File: config.mk
export PLATFORM = sky130hd
export DESIGN_NAME = dac_output_stream
export DESIGN_NICKNAME = d
export VERILOG_FILES = /design/src/rtl/dac_output_stream.sv
export SDC_FILE = /design/constraint.sdc
export NUM_CORES = 1
export LEC_CHECK = 0
export CAP_MARGIN = 10
export CORE_MARGIN = 3
export CORE_UTILIZATION = 55
export CTS_CLUSTER_SIZE = 30
export DETAILED_ROUTE_END_ITERATION = 12
export PLACE_DENSITY = 0.75
export SLEW_MARGIN = 15
export SYNTH_ARGS = -nofsm -noshare
export SYNTH_HDL_FRONTEND = slang
export SYNTH_SLANG_ARGS = --single-unit
File: constraint.sdc
create_clock -name ACLK -period 4.1 [get_ports ACLK]
set_input_delay 1.025 -clock ACLK [delete_from_list [all_inputs] [get_ports ACLK]]
set_output_delay 1.025 -clock ACLK [all_outputs]
set_load 0.1 [all_outputs]
File: src/rtl/dac_output_stream.sv
// dac_output_stream: plays a 16-bit AXI-Stream sample burst out to a parallel DAC.
// Ports: ACLK/ARESETN clock and async active-low reset; s_axis_* slave stream (tkeep is
//   ignored, tlast is used only by the optional checker); start/test/dsize are control
//   bits from the register bank; dac_data/dac_valid drive the DAC; busy/sr_pc/underrun/
//   tlast_err are status bits.
// Optional feature: define DAC_OUTPUT_TLAST_CHECK_EN to build the tlast-vs-dsize checker.

// Generic single-clock sample FIFO, power-of-2 depth, pointers wrap naturally.
// Latency: head_dat shows the oldest entry combinationally; a push is visible next cycle.
// Backpressure: full/empty flags only; the owner never pushes when full or pops when empty.
module dac_sample_fifo #(
  parameter int W     = 16,
  parameter int DEPTH = 16
) (
  input  logic                       clk,
  input  logic                       rst_n,
  input  logic                       push_vld,
  input  logic [W-1:0]               push_dat,
  input  logic                       pop_rdy,
  output logic [W-1:0]               head_dat,
  output logic [$clog2(DEPTH):0]     count,
  output logic                       full,
  output logic                       empty
);
  localparam int AW = $clog2(DEPTH);

  logic [W-1:0]  mem [DEPTH];
  logic [AW-1:0] wr_ptr;
  logic [AW-1:0] rd_ptr;

  // Storage needs no reset; count/pointers define what is valid.
  always_ff @(posedge clk) begin
    if (push_vld) mem[wr_ptr] <= push_dat;
  end

  always_ff @(posedge clk or negedge rst_n) begin
    if (!rst_n) begin
      wr_ptr <= '0;
      rd_ptr <= '0;
      count  <= '0;
    end else begin
      if (push_vld) wr_ptr <= wr_ptr + 1'b1;
      if (pop_rdy)  rd_ptr <= rd_ptr + 1'b1;
      case ({push_vld, pop_rdy})
        2'b10:   count <= count + 1'b1;
        2'b01:   count <= count - 1'b1;
        default: count <= count;
      endcase
    end
  end

  assign head_dat = mem[rd_ptr];
  assign full     = (count == (AW+1)'(DEPTH));
  assign empty    = (count == '0);
endmodule

// Burst player: launch on start rising edge, preload FIFO, then one sample per clock.
// Latency: dac_data/dac_valid are registered, one cycle after the FIFO pop.
// Backpressure: s_axis_tready drops when FIFO full, in test mode, or once dsize beats taken.
module dac_output_stream #(
  parameter int DATA_W     = 16,
  parameter int FIFO_DEPTH = 16,
  parameter int PRELOAD    = 8
) (
  input  logic              ACLK,
  input  logic              ARESETN,
  input  logic              s_axis_tvalid,
  output logic              s_axis_tready,
  input  logic [DATA_W-1:0] s_axis_tdata,
  input  logic [1:0]        s_axis_tkeep,
  input  logic              s_axis_tlast,
  input  logic              start,
  input  logic              test,
  input  logic [31:0]       dsize,
  output logic [DATA_W-1:0] dac_data,
  output logic              dac_valid,
  output logic              busy,
  output logic              sr_pc,
  output logic              underrun,
  output logic              tlast_err
);
  localparam int CW = $clog2(FIFO_DEPTH) + 1;
  localparam logic [CW-1:0] PRELOAD_CNT = CW'(PRELOAD);

  typedef enum logic [1:0] {IDLE, FILL, PLAY} state_t;

  state_t             state;
  logic               start_q;
  logic               test_q;
  logic [31:0]        dsize_q;
  logic [31:0]        rx_cnt;
  logic [31:0]        tx_cnt;
  logic [CW-1:0]      fifo_count;
  logic               fifo_full;
  logic               fifo_empty;
  logic [DATA_W-1:0]  fifo_head;
  logic               launch;
  logic               push;
  logic               pop;
  logic               rx_open;
  logic               tx_open;

  // Counters never exceed dsize_q, so these compares cannot overflow even at 2^32-1.
  assign rx_open = (rx_cnt < dsize_q);
  assign tx_open = (tx_cnt < dsize_q);
  assign launch  = start & ~start_q & (state == IDLE);

  assign s_axis_tready = ((state == FILL) || (state == PLAY)) & ~test_q & ~fifo_full & rx_open;
  assign push          = s_axis_tvalid & s_axis_tready;
  assign pop           = (state == PLAY) & ~test_q & ~fifo_empty & tx_open;
  assign busy          = (state != IDLE);

  dac_sample_fifo #(
    .W     (DATA_W),
    .DEPTH (FIFO_DEPTH)
  ) u_fifo (
    .clk      (ACLK),
    .rst_n    (ARESETN),
    .push_vld (push),
    .push_dat (s_axis_tdata),
    .pop_rdy  (pop),
    .head_dat (fifo_head),
    .count    (fifo_count),
    .full     (fifo_full),
    .empty    (fifo_empty)
  );

  always_ff @(posedge ACLK or negedge ARESETN) begin
    if (!ARESETN) start_q <= 1'b0;
    else          start_q <= start;
  end

  always_ff @(posedge ACLK or negedge ARESETN) begin
    if (!ARESETN) begin
      state     <= IDLE;
      test_q    <= 1'b0;
      dsize_q   <= '0;
      rx_cnt    <= '0;
      tx_cnt    <= '0;
      dac_data  <= '0;
      dac_valid <= 1'b0;
      sr_pc     <= 1'b0;
      underrun  <= 1'b0;
    end else begin
      if (push) rx_cnt <= rx_cnt + 32'd1;
      case (state)
        IDLE: begin
          dac_valid <= 1'b0;
          if (launch) begin
            dsize_q  <= dsize;
            test_q   <= test;
            rx_cnt   <= '0;
            tx_cnt   <= '0;
            underrun <= 1'b0;
            // A zero-length burst completes immediately without leaving IDLE.
            sr_pc    <= (dsize == '0);
            if (dsize != '0) state <= test ? PLAY : FILL;
          end
        end
        FILL: begin
          dac_valid <= 1'b0;
          // Short bursts may never reach the preload level; start once all beats are in.
          if (fifo_count >= PRELOAD_CNT || !rx_open) state <= PLAY;
        end
        PLAY: begin
          if (!tx_open) begin
            // Last sample was shown in the previous cycle; finish here.
            state     <= IDLE;
            sr_pc     <= 1'b1;
            dac_valid <= 1'b0;
          end else if (test_q) begin
            dac_data  <= DATA_W'(tx_cnt);
            dac_valid <= 1'b1;
            tx_cnt    <= tx_cnt + 32'd1;
          end else if (pop) begin
            dac_data  <= fifo_head;
            dac_valid <= 1'b1;
            tx_cnt    <= tx_cnt + 32'd1;
          end else begin
            // Starved: hold the last sample on the DAC and flag it.
            dac_valid <= 1'b0;
            underrun  <= 1'b1;
          end
        end
        default: begin
          state     <= IDLE;
          dac_valid <= 1'b0;
        end
      endcase
    end
  end

`ifdef DAC_OUTPUT_TLAST_CHECK_EN
  logic last_beat;
  // Only evaluated on accepted beats, where dsize_q >= 1, so no underflow.
  assign last_beat = (rx_cnt == (dsize_q - 32'd1));

  always_ff @(posedge ACLK or negedge ARESETN) begin
    if (!ARESETN)                               tlast_err <= 1'b0;
    else if (launch)                            tlast_err <= 1'b0;
    else if (push && (s_axis_tlast != last_beat)) tlast_err <= 1'b1;
  end

  logic unused_keep;
  assign unused_keep = ^s_axis_tkeep;
`else
  assign tlast_err = 1'b0;

  logic unused_inputs;
  assign unused_inputs = ^{s_axis_tkeep, s_axis_tlast};
`endif

endmodule

== After elaboration in Yosys (flattened, before gate mapping) ==
Memories as Yosys holds them, arrays and structs flattened.
Cells that the tools add are included.

* Word-level logic and storage cells: 97
* Register bits: 132
* Memory bits (writable): 256
* Memories: 1
* Input port bits: 56

{| class="wikitable"
|+ Memory list
! memory !! words !! bits a word !! read ports !! clocked after memory_dff !! wr ports !! RTL line !! RTL
|-
| u_fifo.mem || 16 || 16 || 1 || 0 || 1 || 27 || <nowiki>logic [W-1:0] mem [DEPTH];</nowiki>
|}

* Add/subtract/negate cells: 6
* Reductions and logical operators: 17
* Equal/unequal tests: 13
* Muxes and demuxes: 31
* Bitwise logic cells: 13
* Magnitude comparators: 3

{| class="wikitable"
|+ Operators by type and width
! kind !! count
|-
| $mux 32 || 7
|-
| $add 32x1->32 const B || 2
|-
| $lt 32x32->1 || 2
|-
| $pmux 32 s2 || 1
|-
| $logic_not 32->1 || 1
|-
| $mux 16 || 2
|-
| $reduce_bool 32->1 || 1
|-
| $mux 1 || 12
|-
| $mux 2 || 5
|-
| $ne 2x2->1 const B || 5
|-
| $pmux 5 s2 || 1
|-
| $and 1x1->1 || 9
|-
| $add 4x1->4 const B || 2
|-
| $reduce_and 4->1 || 2
|-
| $reduce_bool 2->1 || 4
|-
| $pmux 2 s3 || 1
|-
| $reduce_and 3->1 || 2
|-
| $add 5x1->5 const B || 1
|-
| $eq 5x5->1 const B || 1
|-
| $ge 5x4->1 const B || 1
|-
| $logic_not 5->1 || 1
|-
| $reduce_and 5->1 || 1
|-
| $sub 5x1->5 const B || 1
|-
| $eq 2x1->1 const B || 2
|-
| 9 further kinds || 16
|}

== Depth between registers and ports, before layout ==
Gate-level depths: netlist (run 1).

* Word-level depth: 9
* Gate-level depth with buffers: 21

== Cells and area by module ==
Synthesis (run 1) repeated with hierarchy kept, for this count alone.

* Cells, all modules: 1323
* Area, all modules: 17759.5 um2

{| class="wikitable"
|+ By module, submodules not included
! module !! cells each !! area each (um2) !! instances
|-
| dac_sample_fifo || 492 || 10450.0 || 1
|-
| dac_output_stream || 831 || 7309.5 || 1
|}

== Worst setup path before layout (run 1) ==
No wires, ideal clock.

* Kind: register -> register
* Start point: reg rx_cnt[21]
* End point: mem u_fifo.mem[3][0], enable pin
* Stages on the path, launching flop included: 12
* Library setup time: 436 ps
* Data arrival time: 3993 ps
* Data required time: 3664 ps
* Slack: -330 ps
* Cells stage by stage: dfrtp_1 > ha_1 > a21oi_2 > o21ai_1 > a221o_1 > nor4_4 > o21a_1 > buf_6 > inv_2 > buf_2 > buf_2 > nor4b_1

* Cells in the longest elaborated chain, start to end: 5

{| class="wikitable"
|+ RTL lines
! element !! RTL line !! RTL
|-
| start: declaration || 91 || <nowiki>logic [31:0] rx_cnt;</nowiki>
|-
| start signal: assignment || 145 || <nowiki>if (push) rx_cnt <= rx_cnt + 32'd1;</nowiki>
|-
| $lt 32x32->1 || 104 || <nowiki>assign rx_open = (rx_cnt < dsize_q);</nowiki>
|-
| $and 1x1->1 || 108 || <nowiki>assign s_axis_tready = ((state == FILL) || (state == PLAY)) & ~test_q & ~fifo_full & rx_open;</nowiki>
|-
| $and 1x1->1 || 109 || <nowiki>assign push = s_axis_tvalid & s_axis_tready;</nowiki>
|-
| $mux 1 || 33 || <nowiki>if (push_vld) mem[wr_ptr] <= push_dat;</nowiki>
|-
| $mux 1 (implied by the code) || 33 ||
|-
| end: declaration || 27 ||
|}

No other way between the ends.

== Worst setup path in the final report (run 1) ==
* Start point: reg rx_cnt[29]
* End point: out s_axis_tready

* Cells in the longest elaborated chain, start to end: 2

{| class="wikitable"
|+ RTL lines
! element !! RTL line !! RTL
|-
| $lt 32x32->1 || 104 ||
|-
| $and 1x1->1 || 108 ||
|-
| end: declaration || 68 || <nowiki>output logic s_axis_tready,</nowiki>
|}

No other way between the ends.

==> results of run 1 <==
-- timing repair --
item                                    4_1_cts  5_1_grt
pin swaps                                     0        0
cloned                                        0        0
endpoints found under the setup margin        1        1
resized for setup                             1        1
-- report_power, final --
part	switching, W	internal, W
sequential	0.000512	0.00467
clock	0.00155	0.00208
combinational	0.00312	0.00204
-- worst paths after layout --
| path | start | end | slack (ns) |
|---|---|---|---|
| worst max-delay path | rx_cnt[29] | s_axis_tready | 0.11 |
| worst min-delay path | u_fifo.count[0] | u_fifo.count[0] | 0.52 |
| worst max register to register | rx_cnt[21] | u_fifo.mem[9][1] | 0.39 |
| worst min register to register | u_fifo.count[0] | u_fifo.count[0] | 0.52 |
| max in group asynchronous | ARESETN | u_fifo.wr_ptr[2] | 2.84 |
| min in group asynchronous | ARESETN | rx_cnt[28] | 0.53 |
-- final cells by class --
cell class	instances	area, sq um
Clock buffer	49	1030
Timing Repair Buffer	118	1130
Sequential cell	388	11000
Clock inverter	24	282
Fill cell	2274	11100
Inverter	52	195
Tap cell	435	544
Multi-Input combinational cell	786	6590
-- per-stage QoR --
step                cells  instance area, sq um  setup WS, ns  util (%)  hold slack, ns
floorplan            1284                 18000        -0.300         -           0.461
global placement     1779                 19400         0.413      61.0           0.498
detailed placement   1779                 19400         0.326      61.0           0.509
CTS                  1852                 20800        0.0350      65.1           0.521
global route         1852                 20800        0.0157      65.1           0.543
finish               1852                 20800         0.113      65.1           0.517
-- logic make-up (layout without fill, tap and decap cells) --
group                      Yosys count  in the layout  synth area share, %
AOI/OAI and AO/OA                  241            241                 8.47
xor gates and xnor gates            25             25                 1.22
adders and majority gates           77             77                 5.41
buffers and inverters              110            243                 2.51
DFF                                388            388                 61.2
muxes                              100            100                 11.2
other                                1              1               0.0209
and+or+nand+nor                    342            342                 10.0
-- registers in the layout, summed over array words and instances, names as in the netlist --
register       flops
dac_data          16
u_fifo.rd_ptr      4
state              2
start_q            1
u_fifo.mem       256
u_fifo.wr_ptr      4
sr_pc              1
tx_cnt            32
rx_cnt            32
dac_valid          1
u_fifo.count       5
underrun           1
dsize_q           32
test_q             1
-- critical path, delay by kind of cell (launching register included) --
family        cells  cell delay [ns]
fa+ha+maj         1             0.31
flops             1             0.44
simple gates      6             1.49
buf+inv           1             0.17
-- per-layer routing --
metal / share of wire [%] / global-route usage [%] / up-vias / wire, um
met4: 2.6 / 7.04 / 0 / 1120
met3: 5.5 / 3.63 / 76 / 2400
met2: 53 / 45.1 / 388 / 22900
li1: - / - / 5178 / -
met5: 0 / 0 / - / 0
met1: 39 / 32.3 / 5863 / 17200
-- layout by cell type, fill, tap and decap left out, drive strengths merged, types with 6 or more instances in the layout --
master         instances
a22o                   6
and3                  12
clkinv                17
xnor2                 19
or3                   16
dfrtp                132
o211ai                 6
nand3                 24
a211o                  7
and2                  11
nor3                  17
a31oi                  7
nand4                 27
inv                   54
nor4                  29
and4                  10
xor2                   6
o31ai                 15
or4                    7
nor3b                  7
clkbuf                49
nand2b                 8
ha                    76
o21a                   9
nand2                113
clkdlybuf4s50         70
mux2i                 19
nor2                  47
a21o                   8
o21ai                 86
edfxtp               256
a21oi                 65
buf                   48
mux4                  80
==> metrics, run 1 <==
critical-path cell list=ha_1, nand3_1, nor3_2, nand2_1, or3_4, or2_2, and3_1, buf_12; clk_lat worst skew=0.56 ns; setup repair bufs after CTS=0; final hold vios=0; Synth area leaders=edfxtp_1 43%, dfrtp_1 18%, mux4_2 10%; initial antenna violation count=0; Sink Count=388; maximum buffer depth of the clock tree=3; Syn Std Cell Area=0.0180 sq mm; Worst Setup End Kind=primary output; Post-synth EDFFs=256; Die X=187 um; GPL Wtd Cong=0.855; Peak VDD IR=0.000505 V; I/O pin cnt=78; post-DR wirelength/cell=23.5 um; vias in the first global route=11,700; Port Buffers=73; status=completed; Yosys top cell by area=edfxtp_1; Fmax=251 MHz; Mapped Nets=1,417; most common cell in the netlist=edfxtp_1; Synth Register Bits=388; WP data arrival=2.96 ns; grt total ovfl=0; crit-path max cell delay=0.44 ns; Clock Skews=0.0585 ns; Power Total=0.0140 W; nets@finish=1,519; Netlist cell types=70; Final period util=97.2%; 1st-iter DRT viols=807; Vias/cell=6.21; Worst-Margin Slew=1.12 ns; kind of critical path=reg -> out; reg2reg path depth=11; Final setup viols=0; static leakage=7.66 nW; CTS tree=done; Antenna Cells=0; Final ANT Viol Nets=0; CP max-delay cell=dfrtp_1; CP max FO=8; HPWL after detailed placement=27,800 um; Remaining DRCs=0; total of max-cap violations=0; clk slew on worst S/H paths=0.06 ns; Worst slew margin=25.3%; Slew Viols, Final=0; worst hold-check path type=reg -> reg; synthesized area per cell=14.0 sq um; H-tree depth=2; register area share after synthesis=61.2%; RSZ-0062 raised after global routing=false; Rows=65; die area=0.0348 sq mm; synthesis warning total=0; share of post-route cells with drive strength above 1=15.5%; setup TNS=0 ns; worst hold stages=1; CP required=3.07 ns; Layout area overhead=15.7%; largest net degree at the start of global routing=95; Pre-antenna DRT Iters=6; startpoint class of the critical path=register; shortest period the worst path allows=3.99 ns; Async SR Flop Fraction=34.0%; Synth Instances=1,284; Power Dens Cells=673 mW/mm^2; CTS buffer count=40; first-pass GRT wire length=68,500 um; die extent in y=187 um; top_reg_cell synth=edfxtp_1; Post-Route WL=43,600 um; core box area=0.0319 sq mm; total track usage=25.2%; post-synth top area share=42.8%; Synth top cells by count=256 x edfxtp_1, 132 x dfrtp_1, 113 x nand2_1; via count=11,500; clock root buffer master=clkbuf_16; hold buffers post-CTS=0; Initial Util=56.3%
No activity file was read; power rests on OpenSTA's default activity.
==> run 2, diff against run 1 <==
--- a/config.mk
+++ b/config.mk
@@ -11,6 +11,7 @@
 export CTS_CLUSTER_SIZE = 30
 export DETAILED_ROUTE_END_ITERATION = 12
 export PLACE_DENSITY = 0.75
+export REMOVE_ABC_BUFFERS = 1
 export SLEW_MARGIN = 15
 export SYNTH_ARGS = -nofsm -noshare
 export SYNTH_HDL_FRONTEND = slang
==> run 2 against run 1 <==
Final cell count shrank 0.22%. Wire length shrank 1.8%. Sequential share of layout area grew 0.15 points. Critical endpoint unchanged. Largest cell class unchanged.
==> metrics, run 2 (synthesized netlist as in run 1, its figures left out) <==
Slew Viols, Final=0 (unchanged); Final period util=96.0% (-1.2 points); grt total ovfl=0 (unchanged); critical-path cell list=inv_1, ha_1, nand3_1, nor3_2, nand2_1, or3_4, or2_2, and3_1, buf_12; total of max-cap violations=0 (unchanged); placed inst area=0.0194 sq mm (-0.23%); post-DR wirelength/cell=23.2 um (-1.6%); CP max FO=8 (unchanged); WP data arrival=2.91 ns (-0.05 ns); Initial Util=56.3% (unchanged); status=completed; CP delay by family, top=simple AND/OR/NAND/NOR gates; RSZ-0062 raised after global routing=false; Worst Setup End Kind=primary output; Clock Skews=0.0236 ns (-0.0349 ns); Worst-Margin Slew=1.15 ns (+0.0261 ns); HPWL after detailed placement=26,900 um (-3.2%); Worst slew margin=23.6% (-1.7 points); kind of critical path=reg -> out; Pre-antenna DRT Iters=5 (-1); I/O pin cnt=78 (unchanged); reg-to-reg critical path startpoint=tx_cnt[25]; fillers=2,280 (+0.26%); first-pass GRT wire length=67,600 um (-1.4%); number of flip-flops in the largest register=256 (unchanged); worst hold-check path type=in -> async; Post-Route WL=42,800 um (-1.8%); post-layout util=65.0% (-0.18 points); # placed instances=1,776 (-0.17%); crit path buf inv count=2 (+1); Final setup viols=0 (unchanged); share of post-route cells with drive strength above 1=15.4% (-0.17 points); H-tree depth=2 (unchanged); Rows=65 (unchanged); nets@finish=1,518 (-0.066%); GPL Wtd Cong=0.837 (-2.1%); final hold vios=0 (unchanged); shortest period the worst path allows=3.94 ns (-0.0509 ns); Fmax=254 MHz (+1.3%); Critical path origin=dsize_q[31]; Peak VDD IR=0.000451 V (-11%); CTS buffer count=41 (+2.5%); CTS tree=done; Final Cell Area=0.0207 sq mm (-0.28%); maximum buffer depth of the clock tree=3 (unchanged); CP max-delay cell=or3_4; most common cell after layout, fill and taps aside=edfxtp_1; Power Dens Cells=666 mW/mm^2 (-0.93%); vias in the first global route=11,600 (-1.4%); non-filler cells, final=1,848 (-0.22%); Power Total=0.0138 W (-1.2%); core box area=0.0319 sq mm (unchanged); Sink Count=388 (unchanged); via count=11,500 (-0.026%); static leakage=7.63 nW (-0.35%); 1st-iter DRT viols=948 (+17%); clk_lat worst skew=0.55 ns (about the same); most frequent cells in the layout=256 x edfxtp_1, 130 x dfrtp_1, 113 x nand2_1; die area=0.0348 sq mm (unchanged); die extent in y=187 um (unchanged); Antenna Cells=0 (unchanged); Vias/cell=6.22 (+0.19%); largest net degree at the start of global routing=95 (unchanged); clk slew on worst S/H paths=0.06 ns (about the same); startpoint class of the critical path=register; Layout area overhead=15.3%; CP required=3.07 ns (about the same); most flop-heavy register=u_fifo.mem; crit-path max cell delay=0.42 ns (-0.02 ns); Port Buffers=73 (unchanged); Die X=187 um (unchanged); clock root buffer master=clkbuf_16; setup TNS=0 ns (unchanged); Remaining DRCs=0 (unchanged); Final ANT Viol Nets=0 (unchanged); initial antenna violation count=0 (unchanged); total track usage=24.7% (-0.45 points)
-- run 2: routing by layer --
metal | vias up | GRT usage [%] | part of all wire (%)
li1 | 5172 | - | -
met1 | 5819 | 32.9 | 40
met2 | 408 | 42.3 | 51
met3 | 103 | 3.48 | 5.1
met4 | 0 | 8.64 | 3.7
met5 | - | 0 | 0
-- run 2: repair_timing --
item | in CTS | in global routing
setup buffers | 0 | 1
setup endpoints to repair | 0 | 1
hold buffers | 0 | 0
resized for setup | 0 | 2
-- run 2: path summary, 6_finish.rpt --
| kind | endpoint | slack [ns] | cells after the start |
|---|---|---|---|
| max | s_axis_tready | 0.16 | 9 |
| min | rx_cnt[24] | 0.48 | 1 |
| max reg2reg | u_fifo.count[4] | 0.39 | 15 |
| min reg2reg | sr_pc | 0.53 | 1 |
| max in group asynchronous | dac_data[9] | 2.85 | 2 |
| min in group ACLK | sr_pc | 0.53 | 1 |
-- run 2: power by group --
| part | internal, W | switching [W] | leakage [nW] |
|---|---|---|---|
| Clock | 0.00207 | 0.00151 | 0.631 |
| Combinational | 0.00199 | 0.00310 | 3.00 |
| Sequential | 0.00467 | 0.000461 | 4.01 |
-- run 2: stage by stage --
step / hold WS (ns) / setup WS (ns)
after CTS: 0.509 / 0.0210
after floorplan: 0.461 / -0.461
after global placement: 0.501 / 0.327
after global routing: 0.534 / 0.0276
after detailed placement: 0.512 / 0.301
final: 0.478 / 0.164
-- run 2: worst reg2reg max path, delay by kind of cell (launching register included) --
kind                       cells  cell delay [ns]
buffers and inverters          2             0.18
AOI/OAI and AO/OA              3             0.59
and+or+nand+nor                5             1.23
adders and majority gates      3             0.84
DFF                            1             0.48
xor gates and xnor gates       2             0.28
-- run 2: cell type report --
class / count / area, sq um / share of cell area [%]
well taps: 435 / 544 / 2.63
inverters: 52 / 195 / 0.943
repair buffers: 116 / 1100 / 5.31
clock buffers: 54 / 1080 / 5.24
flip-flops and latches: 388 / 11000 / 53.1
clock inverters: 17 / 210 / 1.02
multi-input cells: 786 / 6580 / 31.8
